$ cat config.mk
export PLATFORM = sky130hd
export DESIGN_NAME = key_debounce_rpt
export DESIGN_NICKNAME = d
export VERILOG_FILES = /design/src/rtl/key_debounce_pkg.sv /design/src/rtl/key_debounce_rpt_rpt_timer.sv /design/src/rtl/key_debounce_rpt.sv
export SDC_FILE = /design/constraint.sdc
export NUM_CORES = 1
export LEC_CHECK = 0
export CAP_MARGIN = 20
export CORE_MARGIN = 3
export CORE_UTILIZATION = 52
export DETAILED_ROUTE_END_ITERATION = 10
export PLACE_DENSITY_LB_ADDON = 0.3
export SYNTH_ARGS = -nofsm -noshare
export SYNTH_HDL_FRONTEND = slang
export SYNTH_SLANG_ARGS = --single-unit
$ cat constraint.sdc
create_clock -name clk -period 2.01 [get_ports clk]
set_clock_uncertainty 0.15 [all_clocks]
set_input_delay 0.402 -clock clk [delete_from_list [all_inputs] [get_ports clk]]
set_output_delay 0.402 -clock clk [all_outputs]
set_load 0.02 [all_outputs]
$ cat src/rtl/key_debounce_pkg.sv
// Shared types and default parameters for the keypad debouncer with auto-repeat.
package key_debounce_pkg;

  typedef enum logic [1:0] {
    IDLE       = 2'd0,
    DB_PRESS   = 2'd1,
    HELD       = 2'd2,
    DB_RELEASE = 2'd3
  } db_state_t;

  localparam int          DEF_CODE_W       = 32'd8;
  localparam int          DEF_DB_CYCLES    = 32'd3;
  localparam int          DEF_CNT_W        = 32'd20;
  localparam logic [7:0]  DEF_RESET_CODE   = 8'h0F;
  localparam int          DEF_REPEAT_EN    = 32'd1;
  localparam int          DEF_REPEAT_DELAY = 32'd40;
  localparam int          DEF_REPEAT_RATE  = 32'd10;

endpackage

$ cat src/rtl/key_debounce_rpt_rpt_timer.sv
// Typematic timer: counts cycles while run is high, ticks once after DELAY cycles,
// then every RATE cycles. clear restarts it in the first-repeat phase.
module rpt_timer #(
  parameter int CNT_W = 20,
  parameter int DELAY = 40,
  parameter int RATE  = 10
) (
  input  logic clk,
  input  logic reset,
  input  logic run,
  input  logic clear,
  output logic tick
);

  localparam logic [CNT_W-1:0] DELAY_LAST = CNT_W'(DELAY - 32'd1);
  localparam logic [CNT_W-1:0] RATE_LAST  = CNT_W'(RATE - 32'd1);
  localparam logic [CNT_W-1:0] CNT_ZERO   = CNT_W'(32'd0);
  localparam logic [CNT_W-1:0] CNT_ONE    = CNT_W'(32'd1);

  logic [CNT_W-1:0] cnt_r;
  logic             first_r;
  logic             tick_r;
  logic [CNT_W-1:0] limit_s;
  logic             hit_s;

  // Select the terminal count for the current repeat phase.
  always_comb begin
    limit_s = RATE_LAST;
    if (first_r) begin
      limit_s = DELAY_LAST;
    end else begin
      limit_s = RATE_LAST;
    end
    hit_s = run && (cnt_r == limit_s);
  end

  // Counter, phase flag and registered tick; counter freezes while run is low.
  always_ff @(posedge clk) begin
    if (!reset) begin
      cnt_r   <= CNT_ZERO;
      first_r <= 1'b1;
      tick_r  <= 1'b0;
    end else if (clear) begin
      cnt_r   <= CNT_ZERO;
      first_r <= 1'b1;
      tick_r  <= 1'b0;
    end else if (hit_s) begin
      cnt_r   <= CNT_ZERO;
      first_r <= 1'b0;
      tick_r  <= 1'b1;
    end else if (run) begin
      cnt_r   <= cnt_r + CNT_ONE;
      tick_r  <= 1'b0;
    end else begin
      tick_r  <= 1'b0;
    end
  end

  assign tick = tick_r;

endmodule

$ cat src/rtl/key_debounce_rpt.sv
// Keypad debouncer: confirms press/release after a stable window, holds the
// confirmed code and emits single-cycle press, release and auto-repeat events.
module key_debounce_rpt
  import key_debounce_pkg::*;
#(
  parameter int                CODE_W       = DEF_CODE_W,
  parameter int                DB_CYCLES    = DEF_DB_CYCLES,
  parameter int                CNT_W        = DEF_CNT_W,
  parameter logic [CODE_W-1:0] RESET_CODE   = CODE_W'(DEF_RESET_CODE),
  parameter int                REPEAT_EN    = DEF_REPEAT_EN,
  parameter int                REPEAT_DELAY = DEF_REPEAT_DELAY,
  parameter int                REPEAT_RATE  = DEF_REPEAT_RATE
) (
  input  logic              clk,
  input  logic              reset,
  input  logic [CODE_W-1:0] sig_in,
  input  logic              key_pressed,
  output logic [CODE_W-1:0] code_out,
  output logic              held,
  output logic              press_pulse,
  output logic              release_pulse,
  output logic              repeat_pulse
);

  localparam logic [CNT_W-1:0] DB_LAST  = CNT_W'(DB_CYCLES - 32'd1);
  localparam logic [CNT_W-1:0] CNT_ZERO = CNT_W'(32'd0);
  localparam logic [CNT_W-1:0] CNT_ONE  = CNT_W'(32'd1);

  db_state_t         state_r;
  db_state_t         state_s;
  logic [CODE_W-1:0] cand_r;
  logic [CODE_W-1:0] cand_s;
  logic [CNT_W-1:0]  db_cnt_r;
  logic [CNT_W-1:0]  db_cnt_s;
  logic [CODE_W-1:0] code_r;
  logic [CODE_W-1:0] code_s;
  logic              held_r;
  logic              held_s;
  logic              press_r;
  logic              press_s;
  logic              release_r;
  logic              release_s;
  logic              rpt_clear_s;

  // Next-state, candidate, debounce counter and event decode.
  always_comb begin
    state_s     = state_r;
    cand_s      = cand_r;
    db_cnt_s    = db_cnt_r;
    code_s      = code_r;
    press_s     = 1'b0;
    release_s   = 1'b0;
    rpt_clear_s = 1'b0;
    case (state_r)
      IDLE: begin
        if (key_pressed) begin
          state_s  = DB_PRESS;
          cand_s   = sig_in;
          db_cnt_s = CNT_ZERO;
        end else begin
          state_s  = IDLE;
        end
      end
      DB_PRESS: begin
        if (!key_pressed) begin
          state_s  = IDLE;
          db_cnt_s = CNT_ZERO;
        end else if (sig_in != cand_r) begin
          // A different code restarts the stability window on the new candidate.
          cand_s   = sig_in;
          db_cnt_s = CNT_ZERO;
        end else if (db_cnt_r == DB_LAST) begin
          state_s     = HELD;
          code_s      = cand_r;
          press_s     = 1'b1;
          rpt_clear_s = 1'b1;
        end else begin
          db_cnt_s = db_cnt_r + CNT_ONE;
        end
      end
      HELD: begin
        if (!key_pressed) begin
          state_s  = DB_RELEASE;
          db_cnt_s = CNT_ZERO;
        end else begin
          state_s  = HELD;
        end
      end
      DB_RELEASE: begin
        // Bounce back to HELD keeps the repeat timer phase and count intact.
        if (key_pressed) begin
          state_s   = HELD;
        end else if (db_cnt_r == DB_LAST) begin
          state_s   = IDLE;
          release_s = 1'b1;
        end else begin
          db_cnt_s  = db_cnt_r + CNT_ONE;
        end
      end
      default: begin
        state_s  = IDLE;
        db_cnt_s = CNT_ZERO;
      end
    endcase
    held_s = (state_s == HELD) || (state_s == DB_RELEASE);
  end

  // State and output registers.
  always_ff @(posedge clk) begin
    if (!reset) begin
      state_r   <= IDLE;
      cand_r    <= {CODE_W{1'b0}};
      db_cnt_r  <= CNT_ZERO;
      code_r    <= RESET_CODE;
      held_r    <= 1'b0;
      press_r   <= 1'b0;
      release_r <= 1'b0;
    end else begin
      state_r   <= state_s;
      cand_r    <= cand_s;
      db_cnt_r  <= db_cnt_s;
      code_r    <= code_s;
      held_r    <= held_s;
      press_r   <= press_s;
      release_r <= release_s;
    end
  end

  generate
    if (REPEAT_EN != 0) begin : g_rpt
      logic rpt_run_s;
      assign rpt_run_s = (state_r == HELD);
      rpt_timer #(
        .CNT_W (CNT_W),
        .DELAY (REPEAT_DELAY),
        .RATE  (REPEAT_RATE)
      ) u_rpt_timer (
        .clk   (clk),
        .reset (reset),
        .run   (rpt_run_s),
        .clear (rpt_clear_s),
        .tick  (repeat_pulse)
      );
    end else begin : g_no_rpt
      assign repeat_pulse = 1'b0;
    end
  endgenerate

  assign code_out      = code_r;
  assign held          = held_r;
  assign press_pulse   = press_r;
  assign release_pulse = release_r;

endmodule

==> summary.md <==
| Metric | Value |
|---|---|
| Outcome | `finished, violations left` |
| Failing checks | `negative setup slack` |
| FP Rows | `27` |
| Hold Crit Class | `in -> reg` |
| Post-layout util | `78.4%` |
| WHS | `0.227 ns` |
| Max-slew violations | `0` |
| Largest net degree at the start of global routing | `17` |
| DP Area | `3700 sq um` |
| Clk root buf | `clkbuf_8` |
| Total CTS buffers | `9` |
| Design Power | `2.66 mW` |
| DRT met1 WL | `3.71 mm` |
| Crit path time final | `2.15 ns` |
| Crit path capture type | `flip-flop` |
| Leak | `1.67 nW` |
| CTS Buffer Depth | `2` |
| Number of flops mapped to enable cells by yosys | `0` |
| Clock Latency Late Sink | `0.35 ns` |
| Cells after DPL | `471` |
| Hold path depth | `3` |
| Fillers | `336` |
| Reg area | `1270 sq um` |
| Synthesized area per cell | `8.97 sq um` |
| Buffers on Ports | `22` |
| Area Overhead vs Synth | `43.2%` |
| Async set or reset register ratio after synthesis | `0%` |
| Clock sink total | `63` |
| Drt drc | `0` |
| Remaining antenna violation count | `0` |
| Crit share post-route | `107%` |
| Arr. time, crit path | `2.26 ns` |
| Highest routed metal layer | `met4` |
| Core Region | `5610 sq um` |
| Total grt overflow | `0` |
| Clk slew on worst S/H paths | `0.07 ns` |
| Antenna Cells | `0` |
| Syn Inst Count | `342` |
| Synth Cell Area | `3070 sq um` |
| Synth Net Count | `356` |
| Yosys warning total | `0` |
| Design area | `4390 sq um` |
| Routability cong. | `0.839` |
| R2R cell count | `8` |
| Max Clk Rate | `0.466 GHz` |
| Die width | `82.8 um` |
| Pwr dens | `605 nW/um^2` |
| Detailed Route Iter0 Violations | `163` |
| Finished Layout Cells | `502` |
| Worst-margin pin slew | `0.409 ns` |
| DRT Pass-1 Iters | `4` |
| Multi-input gate area | `1940 sq um` |
| Slack of the critical path | `-0.136 ns` |
| #FFs+latches synth | `63` |
| Main flop type after synthesis | `dfxtp_1` |
| Antenna violations before repair | `0` |
| Vias/cell | `5.83` |
| Met3 routed WL | `352 um` |
| Vias in the first global route | `2899` |
| Startpoint Class | `flip-flop` |
| Synth cell types | `54` |
| I/O pins | `23` |
| Max Cap Viol | `0` |
| Total global-route track usage | `24.0%` |
| DIE AREA | `6860 sq um` |
| # H-tree levels | `3` |
| Final Hold Viols | `0` |
| CTS tree | `yes` |
| CP max FO | `4` |
| Routed Wire Length | `8.85 mm` |
| WP data required | `2.12 ns` |
| # nets final | `439` |
| Peak VDD IR | `0.471 mV` |
| DP HPWL | `4.97 mm` |
| Post-CTS Hold Buffers | `0` |
| Vias | `2926` |
| Crit Path Class | `reg -> reg` |
| Layout cells sized above 1 | `34.7%` |
| WL/cell | `17.6 um` |
| Worst rel slew slack | `72.4%` |
| DR WL met2 | `4.54 mm` |
| First-pass GRT wire length | `13.6 mm` |
| RSZ-0062 raised after global routing | `true` |
| Initial Util | `54.7%` |
| Final setup vio count | `36` |
| Chip height | `82.8 um` |
| Sequential fraction of the synthesis area | `41.1%` |
-- path summary, 6_finish.rpt --
kind / from / endpoint / slack [ns]
worst max register to register: db_cnt_r[19] / code_out[2] / -0.14
worst min-delay path: sig_in[2] / cand_r[2] / 0.23
worst min register to register: code_out[7] / code_out[7] / 0.34
worst max-delay path: db_cnt_r[19] / code_out[2] / -0.14
-- synth_stat cells (all sizes together) (6+ instances only) --
library cell,count,area (sq um)
nor3,12,65.1
clkbuf,6,42.5
and3,7,43.8
nand2,14,52.6
nand4,21,131
nor2,43,161
nand3,16,90.1
dfxtp,63,1260
a21oi,14,73.8
nor4,10,77.6
xor2,18,158
mux2i,9,90.1
buf,11,86.3
xnor2,17,149
inv,13,48.8
o21ai,10,61.3
-- layout make-up --
cell class                 count  share of cell area, %
multi-input combinational    248                   44.2
timing repair buffer          89                   18.9
clock buffer                  14                   3.93
inverter                      14                   1.20
sequential                    63                   28.9
clock inverter                 2                  0.854
tap                           72                   2.05
-- placed cells by master (no fill, tap or decap), types with 6 or more instances in the layout --
| master | Yosys | routed |
|---|---|---|
| a21oi_1 | 13 | 7 |
| a21oi_2 | 1 | 6 |
| buf_4 | 0 | 49 |
| buf_6 | 5 | 14 |
| clkbuf_8 | 2 | 12 |
| clkdlybuf4s50_1 | 0 | 14 |
| dfxtp_1 | 63 | 57 |
| dfxtp_2 | 0 | 6 |
| inv_1 | 13 | 12 |
| mux2i_1 | 9 | 9 |
| nand2_1 | 14 | 14 |
| nand3_1 | 14 | 13 |
| nand4_1 | 21 | 21 |
| nor2_1 | 43 | 32 |
| nor2_2 | 0 | 8 |
| nor3_1 | 11 | 9 |
| o21ai_0 | 9 | 6 |
| xnor2_1 | 17 | 16 |
| xor2_1 | 18 | 17 |
-- per-stage QoR --
| step | setup WS (ns) | setup TNS [ns] |
|---|---|---|
| finish | -0.136 | -1.61 |
| global route | -0.189 | -4.12 |
| CTS | -0.0864 | -1.90 |
| detailed placement | -0.457 | -18.81 |
| global placement | -0.392 | -16.93 |
| floorplan | -0.0237 | -0.352 |
-- logic make-up (layout without fill, tap and decap cells) --
| logic type | Yosys count | count (layout) | share of synthesized area, % |
|---|---|---|---|
| flops | 63 | 63 | 41.1 |
| xor+xnor | 35 | 35 | 9.99 |
| buf+inv | 31 | 119 | 5.91 |
| mux | 9 | 9 | 2.94 |
| simple gates | 153 | 153 | 27.7 |
| compound gates | 48 | 48 | 11.1 |
| fa+ha+maj | 3 | 3 | 1.22 |
-- per-layer routing --
layer  GRT usage [%]  vias to the layer above
met5               0                        -
li1                -                     1403
met3            4.27                       22
met4            10.7                        0
met1            29.8                     1417
met2            40.7                       84
-- where the power goes --
group / switching, mW / internal [mW] / leakage, nW
registers: 0.0135 / 1.26 / 0.512
logic: 0.112 / 0.104 / 1.05
clock network: 0.493 / 0.676 / 0.103
total: 0.619 / 2.04 / 1.67
-- worst max-delay path, cell delays in order (launching register included) --
cell and delay, ns:
dfxtp_2 0.32, or4_4 0.53, nor4_4 0.17, buf_4 0.18, buf_6 0.11, and3_4 0.19, buf_4 0.12, nand4_1 0.14
o211ai_1 0.14
-- state kept, by name (all words and copies together) (netlist names) --
| name | count |
|---|---|
| db_cnt_r | 20 |
| g_rpt.u_rpt_timer.cnt_r | 20 |
| cand_r | 8 |
| code_out | 8 |
| state_r | 2 |
| g_rpt.u_rpt_timer.first_r | 1 |
| g_rpt.u_rpt_timer.tick | 1 |
| held | 1 |
| press_pulse | 1 |
| release_pulse | 1 |
-- repair_timing --
item / in CTS / in global routing
setup buffers: 7 / 10
gates resized for setup: 36 / 52
gates cloned: 2 / 0
pin swaps: 27 / 27
endpoints found under the setup margin: 47 / 54
Power figures use the tool's default switching activity.
